`src/rtl/uart_rx_framed.sv`:
```
// Tick-enabled UART receiver: 8 data bits LSB first, optional parity,
// start-glitch filter, framing-error pulse and line-break hold-off.
module uart_rx_framed #(
  parameter int RX_OVERSAMPLE = 16,
  parameter bit PARITY_EN     = 1'b0,
  parameter bit PARITY_ODD    = 1'b0
) (
  input  logic       clk,
  input  logic       reset_n,
  input  logic       i_Rx_ClkTick,
  input  logic       i_Rx_Data,
  output logic [7:0] o_Rx_Byte,
  output logic       o_Rx_Done,
  output logic       o_Parity_Err,
  output logic       o_Frame_Err,
  output logic       o_Rx_Busy
);

  localparam int TW = $clog2(RX_OVERSAMPLE);
  localparam logic [TW-1:0] HALF = TW'(RX_OVERSAMPLE / 2 - 1);
  localparam logic [TW-1:0] FULL = TW'(RX_OVERSAMPLE - 1);

  typedef enum logic [2:0] {
    S_IDLE,
    S_START,
    S_DATA,
    S_PARITY,
    S_STOP,
    S_BREAK
  } state_e;

  state_e          state_q, state_d;
  logic [1:0]      sync_q;
  logic [TW-1:0]   tick_q, tick_d;
  logic [2:0]      bit_q, bit_d;
  logic [7:0]      shift_q, shift_d;
  logic [7:0]      byte_q, byte_d;
  logic            perr_q, perr_d;
  logic            done_q, done_d;
  logic            pout_q, pout_d;
  logic            ferr_q, ferr_d;
  logic            rx_s;
  logic            mid;

  assign rx_s = sync_q[1];
  assign mid  = (tick_q == FULL);

  always_comb begin
    state_d = state_q;
    tick_d  = tick_q;
    bit_d   = bit_q;
    shift_d = shift_q;
    byte_d  = byte_q;
    perr_d  = perr_q;
    done_d  = 1'b0;
    pout_d  = 1'b0;
    ferr_d  = 1'b0;
    if (i_Rx_ClkTick) begin
      unique case (state_q)
        S_IDLE: begin
          if (!rx_s) begin
            state_d = S_START;
            tick_d  = '0;
          end
        end
        S_START: begin
          if (tick_q == HALF) begin
            tick_d  = '0;
            bit_d   = '0;
            perr_d  = 1'b0;
            state_d = rx_s ? S_IDLE : S_DATA;
          end else begin
            tick_d = tick_q + TW'(1);
          end
        end
        S_DATA: begin
          if (mid) begin
            tick_d  = '0;
            shift_d = {rx_s, shift_q[7:1]};
            bit_d   = bit_q + 3'd1;
            if (bit_q == 3'd7)
              state_d = PARITY_EN ? S_PARITY : S_STOP;
          end else begin
            tick_d = tick_q + TW'(1);
          end
        end
        S_PARITY: begin
          if (mid) begin
            tick_d  = '0;
            perr_d  = (^shift_q) ^ rx_s ^ PARITY_ODD;
            state_d = S_STOP;
          end else begin
            tick_d = tick_q + TW'(1);
          end
        end
        S_STOP: begin
          if (mid) begin
            tick_d = '0;
            if (rx_s) begin
              byte_d  = shift_q;
              done_d  = 1'b1;
              pout_d  = perr_q;
              state_d = S_IDLE;
            end else begin
              ferr_d  = 1'b1;
              state_d = S_BREAK;
            end
          end else begin
            tick_d = tick_q + TW'(1);
          end
        end
        S_BREAK: begin
          // a held-low line must go high before a new start is accepted
          if (rx_s) state_d = S_IDLE;
        end
        default: state_d = S_IDLE;
      endcase
    end
  end

  always_ff @(posedge clk) begin
    if (!reset_n) begin
      state_q <= S_IDLE;
      sync_q  <= 2'b11;
      tick_q  <= '0;
      bit_q   <= '0;
      shift_q <= '0;
      byte_q  <= '0;
      perr_q  <= 1'b0;
      done_q  <= 1'b0;
      pout_q  <= 1'b0;
      ferr_q  <= 1'b0;
    end else begin
      state_q <= state_d;
      sync_q  <= {sync_q[0], i_Rx_Data};
      tick_q  <= tick_d;
      bit_q   <= bit_d;
      shift_q <= shift_d;
      byte_q  <= byte_d;
      perr_q  <= perr_d;
      done_q  <= done_d;
      pout_q  <= pout_d;
      ferr_q  <= ferr_d;
    end
  end

  assign o_Rx_Byte    = byte_q;
  assign o_Rx_Done    = done_q;
  assign o_Parity_Err = pout_q;
  assign o_Frame_Err  = ferr_q;
  assign o_Rx_Busy    = (state_q != S_IDLE);

endmodule

```
`config.mk`:
```
export PLATFORM = sky130hd
export DESIGN_NAME = uart_rx_framed
export DESIGN_NICKNAME = d
export VERILOG_FILES = /design/src/rtl/uart_rx_framed.sv
export SDC_FILE = /design/constraint.sdc
export NUM_CORES = 1
export LEC_CHECK = 0
export CORE_MARGIN = 2
export CORE_UTILIZATION = 40
export CTS_BUF_LIST = sky130_fd_sc_hd__clkbuf_4
export DETAILED_ROUTE_END_ITERATION = 6
export GPL_TIMING_DRIVEN = 1
export HOLD_SLACK_MARGIN = 0.05
export PLACE_DENSITY = 0.71
export REMOVE_ABC_BUFFERS = 1
export SLEW_MARGIN = 20
export SYNTH_ARGS = -nofsm -noshare
export SYNTH_HDL_FRONTEND = slang
export SYNTH_SLANG_ARGS = --single-unit
export TNS_END_PERCENT = 30
```
`constraint.sdc`:
```
create_clock -name clk -period 2.2 [get_ports clk]
set_input_delay 0.33 -clock clk [delete_from_list [all_inputs] [get_ports clk]]
set_output_delay 0.33 -clock clk [all_outputs]
set_load 0.05 [all_outputs]
```
==> impl_metrics.py, run 1 <==
metrics = {
    "setup_path": {
        "crit_slowest_cell": "dfxtp_1",
        "r2r_end": "tick_q[3]$_SDFFE_PN0P_",
        "crit_path_start_kind": "flip-flop",
        "path_cells": "nor2_2, nand2_1, buf_4",
        "required_ns": 1.87,
        "arrival_ns": 1.52,
        "r2r_cells": 5,
        "r2r_setup_slack_ns": 0.50,
        "critPathMaxStageDelay_ns": 0.66,
        "crit_buf_inv": 1,
        "crit_family": "flip-flops",
        "end_kind": "output pin",
        "timing.rr.start": "tick_q[0]$_SDFFE_PN0P_",
        "worstSetupPathType": "flip-flop to output pin",
        "crit_fanout": 17,
    },
    "yosys": {
        "synthFlopType": "dfxtp_1",
        "synth_edf_count": 0,
        "synth_top_area_share_pct": 39.9,
        "async_flop_share_pct": 0,
        "synth_area_leaders": "dfxtp_1, mux2i_1, nor2b_1, xnor2_1, ha_1",
        "netlist_instances": 162,
        "syn_avg_cell_area_sq_um": 9.91,
        "ys_seq_area_share_pct": 39.9,
        "yosys_warnings": 0,
        "netlist_area_sq_um": 1610,
        "synth.ff_latch_count": 32,
        "synth_area_leader_cell": "dfxtp_1",
        "yosysMostFrequentCell": "dfxtp_1",
        "yosys-top-cells-count": "dfxtp_1, nor2b_1, mux2i_1",
        "synth.distinct_cells": 47,
    },
    "final_layout": {
        "num-fill-cells": 387,
        "drive_gt1_share_pct": 9.14,
        "final_nets": 182,
        "final-seq-area_sq_um": 641,
        "fin_cells": 225,
        "diodes": 0,
        "syn2layout_area_growth_pct": 13.2,
        "multi_input_area_sq_um": 895,
    },
    "grt": {
        "grt_pass1_wl_um": 5110,
        "grtUsageTotal_pct": 14.9,
        "grt_busiest_layer": "met2",
        "grt_max_degree": 19,
        "grtUsageMet1_pct": 16.7,
        "grt.overflow.total": 0,
        "grt_pass1_vias": 1151,
        "use_met2_pct": 26.1,
        "antenna_found_initial": 0,
        "use_met3_pct": 4.33,
    },
    "sta": {
        "slew_violations": 0,
        "fin_crit_sh_pct": 84.2,
        "slew_headroom_pct": 65.4,
        "rsz0062_at_grt": "false",
        "period_minus_slack_ns": 1.85,
        "max_freq_mhz": 540,
        "finalClockSkew_ns": 0.00615,
        "tns_ns": 0,
        "max_slew.worst_pin.slew_ns": 0.518,
        "hold_viol_final": 0,
        "finalSetupViolations": 0,
    },
    "power": {
        "power_frac_seq_pct": 61.1,
        "leakagePower_nw": 0.705,
        "p_clk_share_pct": 32.7,
        "power_density_nw_per_um2": 532,
        "p_switching_mw": 0.225,
        "irDropWorstVdd_uv": 400,
        "power_frac_comb_pct": 6.1,
        "swShare_pct": 23.3,
        "p_int_mw": 0.742,
    },
    "clocking": {
        "cts_made_buffers": 5,
        "cts_tree": "built",
        "htreeDepth": 2,
        "cts_resized": 0,
        "clk_pin_slew_ns": 0.09,
        "insertion_delay_ns": 0.32,
        "ctsHoldBuffers": 0,
        "clock-root-buffer": "clkbuf_4",
        "clock-sinks": 32,
        "post_cts_buffers": 0,
        "clk_path_buf_depth": 2,
    },
    "placed_design": {
        "dp_cells": 218,
        "place.gp.congestion": 0.787,
        "portBuffers": 15,
        "hpwlAfterDp_um": 2250,
    },
    "outcome": {
        "status": "complete, no violations",
    },
    "route": {
        "drt-initial-drc-count": 85,
        "totalWireLength_um": 3020,
        "vias": 1183,
        "via_per_inst": 5.26,
        "dr.pass1.iters": 4,
        "drcViolationCount": 0,
        "ant_nets": 0,
        "post_drt_wl_per_cell_um": 13.4,
    },
    "min_path": {
        "whs_path_depth": 1,
        "min_path_type": "flip-flop to flip-flop",
        "holdPathEnd": "sync_q[1]$_SDFF_PN1_",
        "hp-start": "sync_q[0]$_SDFF_PN1_",
    },
    "floorplan": {
        "initial_core_util_pct": 40.7,
        "die_y_um": 67.4,
        "fp.dieW_um": 67.4,
        "dieArea_sq_um": 4540,
        "io_pins": 16,
        "num_rows": 23,
        "coreArea_sq_um": 3940,
    },
    "run": {
        "cap_viol_max_count": 0,
    },
}
[cell families after synthesis]
| logic type | synth area share [%] |
|---|---|
| and+or+nand+nor | 24.6 |
| adders and majority gates | 2.34 |
| muxes | 9.98 |
| buffers and inverters | 4.36 |
| xor gates and xnor gates | 5.22 |
| DFF | 39.9 |
| AOI/OAI and AO/OA | 13.6 |
[metal layers]
layer | vias to the layer above | wire [um]
li1 | 600 | -
met1 | 550 | 1380
met2 | 31 | 1480
met3 | 2 | 146
met4 | 0 | 15
met5 | - | 0
[power by group through the flow]
stage	sequential (mW)	clock (mW)	combinational [mW]
final	0.591	0.317	0.0590
after global routing	0.593	0.358	0.0639
after CTS	0.591	0.329	0.0594
after detailed placement	0.605	0	0.0593
after global placement	0.604	0	0.0581
after floorplan	0.602	0	0.0351
[through the flow]
stage	cell area (sq um)	worst slack (ns)	utilization [%]	total power, mW	hold slack, ns
2_1_floorplan	1540	0.732	-	0.637	0.386
3_3_place_gp	1770	0.436	44.8	0.662	0.404
3_5_place_dp	1770	0.381	44.8	0.664	0.397
4_1_cts	1820	0.356	46.1	0.979	0.423
5_1_grt	1820	0.237	46.1	1.02	0.455
6_report	1820	0.349	46.1	0.967	0.423
[layout by cell type (no fill, tap or decap), types with 2 or more instances in the layout]
| cell type | count |
|---|---|
| dfxtp_1 | 32 |
| nor2b_1 | 20 |
| mux2i_1 | 16 |
| clkdlybuf4s50_1 | 14 |
| nand2_1 | 8 |
| o21ai_0 | 6 |
| clkbuf_4 | 6 |
| xnor2_1 | 5 |
| nand2b_1 | 4 |
| nand3_1 | 4 |
| a21oi_1 | 4 |
| a21boi_1 | 4 |
| nor2_1 | 3 |
| o21ai_1 | 3 |
| nor3_1 | 3 |
| ha_1 | 3 |
| buf_4 | 3 |
| inv_1 | 2 |
| nand3b_1 | 2 |
| and2_1 | 2 |
| xor2_1 | 2 |
| nand4_1 | 2 |
| a21o_1 | 2 |
| a22oi_1 | 2 |
[worst max path at each step]
stage / to / from / slack [ns] / depth (start not counted)
2_1_floorplan: tick_q[3]$_SDFFE_PN0P_ / tick_q[0]$_SDFFE_PN0P_ / 0.73 / 5
5_1_grt: o_Rx_Busy / state_q[0]$_SDFFE_PN0P_ / 0.24 / 3
6_report: o_Rx_Busy / state_q[0]$_SDFFE_PN0P_ / 0.35 / 3
3_5_place_dp: shift_q[0]$_SDFFE_PN0P_ / i_Rx_ClkTick / 0.38 / 5
4_1_cts: o_Rx_Busy / state_q[0]$_SDFFE_PN0P_ / 0.36 / 3
3_3_place_gp: shift_q[6]$_SDFFE_PN0P_ / i_Rx_ClkTick / 0.44 / 5
[sequential cells by signal (all words and copies together) (netlist names)]
| signal | cells |
|---|---|
| perr_q | 1 |
| o_Frame_Err | 1 |
| o_Parity_Err | 1 |
| tick_q | 4 |
| sync_q | 2 |
| o_Rx_Done | 1 |
| state_q | 3 |
| shift_q | 8 |
| o_Rx_Byte | 8 |
| bit_q | 3 |
[cell type report]
cell class	count	area share, %
Inverter	2	0.413
Multi-Input combinational cell	117	49.2
Timing Repair Buffer	17	8.95
Clock inverter	1	0.275
Clock buffer	6	2.48
Tap cell	50	3.44
Sequential cell	32	35.2
(Power assumes the default switching activity.)
==> run 2, diff against run 1 <==
- clock period: 2.2 -> 1.9 ns (I/O delays scaled with it)
==> run 2 against run 1 <==
  * Hold slack worse by 0.0071 ns
  * Setup slack got worse by 0.21 ns
  * Clock power rose by 62%
  * Clock skew increased by 0.0048 ns
  * Sequential power grew 16%
  * Non-clock buffer count grew 2
  * Combinational power grew 28%
  * Via count increased by 1.3%
  * Count of clock-buffer cells in the layout stayed put
  * Routed wire length decreased by 3.9%
  * Power is 32% higher
  * Sequential cell count unchanged
==> impl_metrics.py, run 2 (synthesis gave the netlist of run 1 again) <==
metrics = {
    "grt": {
        "grt_pass1_wl_um": 4920,
        "grt_max_degree": 22,
        "grtUsageTotal_pct": 14.3,
        "antenna_found_initial": 0,
        "grt.overflow.total": 0,
        "grt_pass1_vias": 1115,
    },
    "setup_path": {
        "crit_fanout": 2,
        "critPathMaxStageDelay_ns": 0.81,
        "end_kind": "output pin",
        "required_ns": 1.62,
        "crit_slowest_cell": "clkdlybuf4s50_1",
        "r2r_end": "tick_q[3]$_SDFFE_PN0P_",
        "crit_family": "buffers and inverters",
        "r2r_setup_slack_ns": 0.25,
        "crit_path_start_kind": "flip-flop",
        "r2r_cells": 5,
        "arrival_ns": 1.48,
        "worstSetupPathType": "flip-flop to output pin",
        "timing.rr.start": "tick_q[0]$_SDFFE_PN0P_",
        "path_cells": "clkdlybuf4s50_1",
        "crit_buf_inv": 1,
    },
    "power": {
        "p_clk_share_pct": 40.4,
        "power_frac_comb_pct": 5.9,
        "irDropWorstVdd_uv": 357,
        "p_switching_mw": 0.272,
        "power_density_nw_per_um2": 679,
        "leakagePower_nw": 0.735,
        "swShare_pct": 21.3,
        "p_int_mw": 1.00,
        "power_frac_seq_pct": 53.7,
        "total_power_mw": 1.28,
    },
    "final_layout": {
        "diodes": 0,
        "drive_gt1_share_pct": 10.7,
        "fin_area_sq_um": 1880,
        "layout_common_cells": "dfxtp_1, nor2b_1, mux2i_1",
        "final_nets": 184,
        "layout_commonest_cell": "dfxtp_1",
        "syn2layout_area_growth_pct": 17.1,
    },
    "sta": {
        "period_minus_slack_ns": 1.76,
        "max_slew.worst_pin.slew_ns": 0.552,
        "tns_ns": 0,
        "max_freq_mhz": 567,
        "rsz0062_at_grt": "false",
        "fin_crit_sh_pct": 92.8,
        "finalClockSkew_ns": 0.0109,
        "slew_headroom_pct": 63.2,
        "slew_violations": 0,
        "hold_viol_final": 0,
        "finalSetupViolations": 0,
    },
    "min_path": {
        "holdPathEnd": "sync_q[1]$_SDFF_PN1_",
        "min_path_type": "flip-flop to flip-flop",
        "hp-start": "sync_q[0]$_SDFF_PN1_",
        "whs_path_depth": 1,
    },
    "route": {
        "vias": 1198,
        "drt-initial-drc-count": 74,
        "via_per_inst": 5.25,
        "dr.pass1.iters": 4,
        "post_drt_wl_per_cell_um": 12.7,
        "ant_nets": 0,
        "drcViolationCount": 0,
        "totalWireLength_um": 2900,
    },
    "clocking": {
        "cts_tree": "built",
        "clock-sinks": 32,
        "insertion_delay_ns": 0.33,
        "ctsHoldBuffers": 0,
        "clock-root-buffer": "clkbuf_4",
        "cts_made_buffers": 5,
        "htreeDepth": 2,
        "clk_path_buf_depth": 2,
        "clk_pin_slew_ns": 0.10,
    },
    "floorplan": {
        "initial_core_util_pct": 40.7,
        "die_y_um": 67.4,
        "io_pins": 16,
        "num_rows": 23,
        "dieArea_sq_um": 4540,
        "fp.dieW_um": 67.4,
        "coreArea_sq_um": 3940,
    },
    "placed_design": {
        "place.gp.congestion": 0.832,
        "portBuffers": 15,
        "hpwlAfterDp_um": 2050,
        "placed_cell_area_sq_um": 1800,
    },
    "outcome": {
        "status": "complete, no violations",
    },
    "run": {
        "cap_viol_max_count": 0,
    },
}
-- run 2: worst max-delay path by stage --
stage	cells past startpoint	start	to	slack [ns]
global placement	5	i_Rx_ClkTick	state_q[0]$_SDFFE_PN0P_	0.17
floorplan	5	tick_q[0]$_SDFFE_PN0P_	tick_q[3]$_SDFFE_PN0P_	0.43
global route	3	state_q[0]$_SDFFE_PN0P_	o_Rx_Busy	0.05
finish	1	o_Rx_Byte[2]$_SDFFE_PN0P_	o_Rx_Byte[2]	0.14
CTS	4	state_q[1]$_SDFFE_PN0P_	o_Rx_Busy	0.06
detailed placement	5	i_Rx_ClkTick	state_q[0]$_SDFFE_PN0P_	0.16
-- run 2: final cells by class --
| cell class | instances | area, sq um |
|---|---|---|
| Timing Repair Buffer | 19 | 190 |
| Inverter | 2 | 7.51 |
| Sequential cell | 32 | 641 |
| Fill cell | 367 | 2060 |
| Clock buffer | 6 | 45.0 |
| Multi-Input combinational cell | 117 | 900 |
| Tap cell | 50 | 62.6 |
| Clock inverter | 2 | 35.0 |
-- run 2: timing repair --
item,4_1_cts,5_1_grt
gates resized for setup,0,1
setup endpoints to repair,0,1
buffers inserted,0,0
-- run 2: metrics by stage --
stage / cells / worst slack [ns] / util (%) / hold slack [ns]
2_1_floorplan: 151 / 0.432 / - / 0.358
3_3_place_gp: 220 / 0.173 / 45.5 / 0.403
3_5_place_dp: 220 / 0.158 / 45.5 / 0.397
4_1_cts: 228 / 0.0596 / 47.6 / 0.428
5_1_grt: 228 / 0.0452 / 47.7 / 0.458
6_report: 228 / 0.137 / 47.7 / 0.416
-- run 2: power groups by stage --
stage	sequential, mW	combinational [mW]	clock (mW)
final	0.685	0.0757	0.515
after floorplan	0.697	0.0407	0
after global placement	0.700	0.0740	0
after detailed placement	0.700	0.0748	0
after global routing	0.687	0.0820	0.555
after CTS	0.684	0.0753	0.532
-- run 2: routing by layer --
layer  routed length, um  track usage, %  vias up
met3                 138            4.17        5
met5                   0               0        -
li1                    -               -      604
met2                1320            23.1       29
met4                  31            6.12        0
met1                1410            17.7      560
==> run 3, diff against run 2 <==
- CAP_MARGIN: unset -> 20
==> results of run 3 <==
No change in the layout: final DEF, timing and power equal those of run 2.
